$ cat src/rtl/fifo_packer_if.sv
// fifo_packer_if: handshake bundle between a byte FIFO, the packer and the
// downstream word consumer.
//   FIFO side  : in_val, in_data (show-ahead), in_read (pop strobe)
//   Control    : flush (single-cycle partial-word request), idle (status)
//   Word side  : out_valid, out_ready, out_data, out_count
// Modports:
//   slave  - the packer itself (consumes FIFO entries, produces words)
//   master - the environment (FIFO + downstream consumer)
interface fifo_packer_if #(
    parameter int unsigned DATA_WIDTH = 8,
    parameter int unsigned RATIO      = 4
);
    localparam int unsigned OUT_WIDTH = DATA_WIDTH * RATIO;
    localparam int unsigned CNT_W     = $clog2(RATIO) + 1;

    logic                  in_val;
    logic [DATA_WIDTH-1:0] in_data;
    logic                  in_read;
    logic                  flush;
    logic                  out_valid;
    logic                  out_ready;
    logic [OUT_WIDTH-1:0]  out_data;
    logic [CNT_W-1:0]      out_count;
    logic                  idle;

    modport slave (
        input  in_val, in_data, flush, out_ready,
        output in_read, out_valid, out_data, out_count, idle
    );

    modport master (
        output in_val, in_data, flush, out_ready,
        input  in_read, out_valid, out_data, out_count, idle
    );
endinterface

$ cat src/rtl/fifo_packer.sv
// fifo_packer: pops DATA_WIDTH-bit entries from a show-ahead FIFO and packs
// RATIO consecutive entries into one OUT_WIDTH-bit word on a valid/ready
// port. A flush pulse emits the partially filled word (unfilled lanes zero).
//
// Ports:
//   clk    - rising-edge clock
//   reset  - asynchronous, active-low reset
//   bus    - fifo_packer_if.slave: in_val/in_data/in_read (FIFO side),
//            flush, out_valid/out_ready/out_data/out_count (word side), idle
//
// Build option:
//   FIFO_PACKER_MSB_FIRST_EN - when defined, lane 0 is placed at the top of
//   out_data instead of the bottom; partial-word padding moves to low lanes.
module fifo_packer #(
    parameter int unsigned DATA_WIDTH = 8,
    parameter int unsigned RATIO      = 4
) (
    input  logic            clk,
    input  logic            reset,
    fifo_packer_if.slave    bus
);
    localparam int unsigned OUT_WIDTH = DATA_WIDTH * RATIO;
    localparam int unsigned CNT_W     = $clog2(RATIO) + 1;
    localparam logic [CNT_W-1:0] LAST_LANE = CNT_W'(RATIO - 1);
    localparam logic [CNT_W-1:0] FULL_CNT  = CNT_W'(RATIO);

    typedef enum logic {
        FILL  = 1'b0,
        FLUSH = 1'b1
    } state_t;

    state_t                state_q,     state_d;
    logic [CNT_W-1:0]      cnt_q,       cnt_d;
    logic [OUT_WIDTH-1:0]  acc_q,       acc_d;
    logic [OUT_WIDTH-1:0]  out_data_q,  out_data_d;
    logic [CNT_W-1:0]      out_count_q, out_count_d;
    logic                  out_valid_q, out_valid_d;

    logic                  slot_free;
    logic                  pop;
    logic [OUT_WIDTH-1:0]  merged;

    // Bit offset of lane c inside the packed word.
    function automatic int unsigned lane_shift(input logic [CNT_W-1:0] c);
`ifdef FIFO_PACKER_MSB_FIRST_EN
        return (RATIO - 1 - 32'(c)) * DATA_WIDTH;
`else
        return 32'(c) * DATA_WIDTH;
`endif
    endfunction

    assign slot_free = !out_valid_q || bus.out_ready;

    // The last lane may only be popped if the completed word has somewhere
    // to go; earlier lanes only land in acc and are never blocked. Gated by
    // reset so the FIFO is never popped while the packer is held in reset.
    assign pop = reset && bus.in_val && (state_q == FILL) && !bus.flush &&
                 ((cnt_q != LAST_LANE) || slot_free);

    // Target lane in acc is always zero (acc is cleared on every word),
    // so OR-merging is equivalent to a lane write.
    assign merged = acc_q |
        ({{(OUT_WIDTH - DATA_WIDTH){1'b0}}, bus.in_data} << lane_shift(cnt_q));

    always_comb begin
        state_d     = state_q;
        cnt_d       = cnt_q;
        acc_d       = acc_q;
        out_data_d  = out_data_q;
        out_count_d = out_count_q;
        out_valid_d = out_valid_q;

        if (out_valid_q && bus.out_ready) begin
            out_valid_d = 1'b0;
        end

        unique case (state_q)
            FILL: begin
                if (bus.flush) begin
                    state_d = FLUSH;
                end else if (pop) begin
                    if (cnt_q != LAST_LANE) begin
                        acc_d = merged;
                        cnt_d = cnt_q + 1'b1;
                    end else begin
                        out_data_d  = merged;
                        out_count_d = FULL_CNT;
                        out_valid_d = 1'b1;
                        acc_d       = '0;
                        cnt_d       = '0;
                    end
                end
            end
            FLUSH: begin
                if (cnt_q == '0) begin
                    state_d = FILL;
                end else if (slot_free) begin
                    out_data_d  = acc_q;
                    out_count_d = cnt_q;
                    out_valid_d = 1'b1;
                    acc_d       = '0;
                    cnt_d       = '0;
                    state_d     = FILL;
                end
            end
            default: state_d = FILL;
        endcase
    end

    always_ff @(posedge clk or negedge reset) begin
        if (!reset) begin
            state_q     <= FILL;
            cnt_q       <= '0;
            acc_q       <= '0;
            out_data_q  <= '0;
            out_count_q <= '0;
            out_valid_q <= 1'b0;
        end else begin
            state_q     <= state_d;
            cnt_q       <= cnt_d;
            acc_q       <= acc_d;
            out_data_q  <= out_data_d;
            out_count_q <= out_count_d;
            out_valid_q <= out_valid_d;
        end
    end

    assign bus.in_read   = pop;
    assign bus.out_valid = out_valid_q;
    assign bus.out_data  = out_data_q;
    assign bus.out_count = out_count_q;
    assign bus.idle      = (cnt_q == '0) && (state_q == FILL) && !out_valid_q;

endmodule
$ cat src/flat_wrapper.sv
// flat-port wrapper written by rule: the top's interface ports become plain ports
module fifo_packer_flat 
#(
    parameter int unsigned DATA_WIDTH = 8,
    parameter int unsigned RATIO      = 4
)
  (clk, reset, bus_in_val, bus_in_data, bus_flush, bus_out_ready, bus_in_read, bus_out_valid, bus_out_data, bus_out_count, bus_idle);
  fifo_packer_if #(.DATA_WIDTH(DATA_WIDTH), .RATIO(RATIO)) bus_i ();
  input  logic clk;
  input  logic reset;
  input wire logic [$bits(bus_i.in_val)-1:0] bus_in_val;
  input wire logic [$bits(bus_i.in_data)-1:0] bus_in_data;
  input wire logic [$bits(bus_i.flush)-1:0] bus_flush;
  input wire logic [$bits(bus_i.out_ready)-1:0] bus_out_ready;
  output wire logic [$bits(bus_i.in_read)-1:0] bus_in_read;
  output wire logic [$bits(bus_i.out_valid)-1:0] bus_out_valid;
  output wire logic [$bits(bus_i.out_data)-1:0] bus_out_data;
  output wire logic [$bits(bus_i.out_count)-1:0] bus_out_count;
  output wire logic [$bits(bus_i.idle)-1:0] bus_idle;
  assign bus_i.in_val = bus_in_val;
  assign bus_i.in_data = bus_in_data;
  assign bus_i.flush = bus_flush;
  assign bus_i.out_ready = bus_out_ready;
  assign bus_in_read = bus_i.in_read;
  assign bus_out_valid = bus_i.out_valid;
  assign bus_out_data = bus_i.out_data;
  assign bus_out_count = bus_i.out_count;
  assign bus_idle = bus_i.idle;
  fifo_packer #(.DATA_WIDTH(DATA_WIDTH), .RATIO(RATIO)) u_core (.clk(clk), .reset(reset), .bus(bus_i));
endmodule
$ cat config.mk
export PLATFORM = sky130hd
export DESIGN_NAME = fifo_packer_flat
export DESIGN_NICKNAME = d
export VERILOG_FILES = /design/src/rtl/fifo_packer_if.sv /design/src/rtl/fifo_packer.sv /design/src/flat_wrapper.sv
export SDC_FILE = /design/constraint.sdc
export NUM_CORES = 1
export LEC_CHECK = 0
export ABC_AREA = 1
export CELL_PAD_IN_SITES_DETAIL_PLACEMENT = 0
export CELL_PAD_IN_SITES_GLOBAL_PLACEMENT = 1
export CORE_MARGIN = 2
export CORE_UTILIZATION = 41
export CTS_BUF_LIST = sky130_fd_sc_hd__clkbuf_4
export CTS_CLUSTER_DIAMETER = 80
export DETAILED_ROUTE_END_ITERATION = 10
export PLACE_DENSITY_LB_ADDON = 0.08
export SYNTH_ARGS = -nofsm -noshare
export SYNTH_HDL_FRONTEND = slang
export SYNTH_SLANG_ARGS = --single-unit
$ cat constraint.sdc
create_clock -name clk -period 2.63 [get_ports clk]
set_input_delay 0.789 -clock clk [delete_from_list [all_inputs] [get_ports clk]]
set_output_delay 0.789 -clock clk [all_outputs]
set_load 0.05 [all_outputs]
==> results.py <==
metrics = {
    "setup_path": {
        "worstPathRequired_ns": 1.84,
        "cp_slowest_stage_delay_ns": 0.40,
        "r2r-end": "u_core.bus.out_data[6]$_DFFE_PN0P_",
        "crit_chain": "clkdlybuf4s50_1 -> inv_1 -> nand2_2 -> nor2_2 -> nand2_2 -> inv_2 -> buf_12",
        "cp.arrival_ns": 1.77,
        "reg2reg_depth": 6,
        "reg2reg_slack_ns": 0.80,
        "cp_top_family": "buffers and inverters",
        "crit_slowest_cell": "clkdlybuf4s50_1",
        "r2r-start": "u_core.state_q$_DFF_PN0_",
        "critical_path.startpoint_type": "primary input",
        "endpoint_kind": "primary output",
        "crit_buf_inv": 4,
        "crit_path_max_fanout": 2,
        "worst-setup-path-type": "primary input to primary output",
        "path_common_cell": "nand2_2",
    },
    "final_layout": {
        "final_core_util_pct": 50.2,
        "num_antenna_cells": 0,
        "drive_above_1_share_pct": 7.97,
        "nets": 600,
        "fillers": 981,
        "areaGrowthSynthToFinish_pct": 18.4,
    },
    "cts": {
        "cts_setup_buffers": 0,
        "cts_tree": "done",
        "cts_buffer_depth": 2,
        "cts_root_buf": "clkbuf_4",
        "clock_latency_ns": 0.42,
        "htreeDepth": 3,
        "clock-sinks": 72,
        "clkTransAtPathRegs_ns": 0.13,
        "cts_buffers": 9,
    },
    "placed_design": {
        "gp_congestion": 0.827,
        "dp_hpwl_mm": 6.82,
        "port_buffers": 50,
        "place_ws_ns": 0.0387,
    },
    "die": {
        "ios": 51,
        "initial_core_util_pct": 42.4,
        "die_w_um": 102,
        "core-area_um2": 9280,
        "rows": 35,
        "die_area_um2": 10400,
        "die_h_um": 102,
    },
    "detailed_routing": {
        "vias": 3538,
        "ant_nets": 0,
        "avgViaCountPerCell": 4.92,
        "drt-met1-wl_mm": 5.49,
        "wirelength_mm": 10.2,
        "wl_per_cell_um": 14.1,
        "met3_length_um": 414,
        "highest_layer": "met4",
        "drt-pass1-iter-count": 5,
        "drc_errors": 0,
        "drt_iter0_markers": 275,
        "met2_length_mm": 4.16,
    },
    "synth": {
        "synth_top_area_cell": "dfrtp_1",
        "synth_area_um2": 3930,
        "syn_nets": 566,
        "yosysSeqAreaShare_pct": 45.8,
        "synth_ff_type": "dfrtp_1",
        "synth_edf_count": 0,
        "yosysMostFrequentCell": "nand2_1",
        "ys_types": 23,
        "syn-mean-instance-area_um2": 7.14,
        "synth.area.top_cells": "dfrtp_1, nand2_1, nand3_1, inv_1, nand4_1",
        "synth_top_area_share_pct": 45.8,
        "synth_commonest_cells": "nand2_1, dfrtp_1, nand3_1, inv_1, nand4_1",
        "synth_warnings": 0,
        "async_flop_share_pct": 100,
        "netlist_instances": 551,
        "synth_seq_cells": 72,
    },
    "pwr": {
        "p_switching_uw": 2760,
        "switching_share_pct": 50.3,
        "p_comb_share_pct": 55.1,
        "power_density_nw_per_um2": 1170,
        "p_clk_share_pct": 13.2,
        "power_frac_seq_pct": 31.7,
        "worst_ir_drop_vdd_mv": 0.405,
        "p_int_uw": 2720,
        "p_leak_uw": 0.00250,
    },
    "worst_hold_path": {
        "min_path_type": "flop to flop",
        "worstHoldPathCells": 2,
        "min_from": "u_core.bus.out_data[6]$_DFFE_PN0P_",
        "whs_endpoint": "u_core.bus.out_data[6]$_DFFE_PN0P_",
    },
    "timing": {
        "maxSlewHeadroom_pct": 37.3,
        "fin_crit_sh_pct": 97.4,
        "worst_pin_slew_ns": 0.940,
        "setup_tns_ns": 0,
        "hold_viol": 0,
        "setup_slack_ns": 0.0683,
        "final_max_slew_viol_count": 0,
        "rsz0062_at_grt": "no",
        "max_freq_mhz": 390,
        "setup_viol": 0,
        "skew_ns": 0.0221,
        "finalWorstPathRequiredPeriod_ns": 2.56,
    },
    "grt": {
        "grt_max_degree": 73,
        "antenna_found_initial": 0,
        "grt_usage_pct": 20.9,
        "grt_overflow": 0,
        "first_global_vias": 3207,
        "grt_pass1_wl_mm": 16.8,
    },
    "status": {
        "status": "completed",
    },
    "run": {
        "cap_violations": 0,
    },
}
[worst max-delay path by stage]
stage / from / to / slack (ns) / cells past startpoint
2_1_floorplan: u_core.cnt_q[0]$_DFFE_PN0P_ / bus_idle / 0.18 / 6
3_3_place_gp: bus_flush / bus_in_read / 0.04 / 7
3_5_place_dp: bus_flush / bus_in_read / 0.04 / 7
4_1_cts: bus_flush / bus_in_read / 0.04 / 7
5_1_grt: bus_flush / bus_in_read / 0.01 / 7
6_report: bus_flush / bus_in_read / 0.07 / 7
[per-stage QoR]
step	total power [uW]	instances	hold WS, ns	cell area [um2]
4_1_cts	5520	719	0.490	4660
5_1_grt	5910	719	0.505	4660
3_3_place_gp	4740	703	0.453	4520
3_5_place_dp	4780	703	0.458	4520
2_1_floorplan	3860	551	0.453	3940
6_report	5470	719	0.483	4660
[cells in the final DEF, fill, tap and decap left out, drive strengths merged]
cell type | netlist | routed
nand2 | 228 | 228
dfrtp | 72 | 72
nand3 | 69 | 69
inv | 59 | 60
clkdlybuf4s50 | 0 | 47
o21ai | 34 | 34
nand4 | 33 | 33
buf | 25 | 14
nor2 | 13 | 13
clkbuf | 13 | 9
clkinvlp | 0 | 3
ha | 2 | 2
clkinv | 0 | 2
nor3 | 1 | 1
o22ai | 1 | 1
a31oi | 1 | 1
bufinv | 0 | 1
[sequential cells by signal, indices dropped and copies added (netlist names)]
name / flops
u_core.state_q: 1
u_core.bus.out_data: 32
u_core.bus.out_valid: 1
u_core.cnt_q: 3
u_core.bus.out_count: 3
u_core.acc_q: 32
[per-layer routing]
metal	track usage, %	vias up
met5	0	-
met4	5.85	0
met3	2.53	8
met2	28.2	80
met1	34.5	1628
li1	-	1822
[power by group through the flow]
stage	logic (uW)	clock network, uW	registers, uW
floorplan	1440	0	2420
global placement	2990	0	1750
detailed placement	3020	0	1760
CTS	3030	751	1740
global route	3320	792	1790
finish	3020	722	1740
[repair_timing]
action / CTS / global route
setup endpoints to repair: 0 / 1
hold buffers: 0 / 0
resized for setup: 0 / 1
[layout make-up]
class / count / area [um2] / share of cell area (%)
Clock buffer: 9 / 67.6 / 1.45
Tap cell: 129 / 161 / 3.46
Clock inverter: 7 / 71.3 / 1.53
Timing Repair Buffer: 61 / 611 / 13.1
Multi-Input combinational cell: 382 / 1720 / 37.0
Inverter: 59 / 224 / 4.81
Sequential cell: 72 / 1800 / 38.7
[tightest hold or removal path: stages, from the launching register on]
cell and delay [ns]:
dfrtp_1 0.37, nand2_1 0.05, nand2_1 0.04
[kinds of logic after synthesis]
group,count (synthesis),synth area share (%)
adder cells (fa/ha/maj),2,0.636
AO/OA/AOI/OAI,36,5.03
buffers and inverters,97,10.7
flip-flops,72,45.8
AND/OR/NAND/NOR,344,37.8
(Power assumes the default switching activity.)
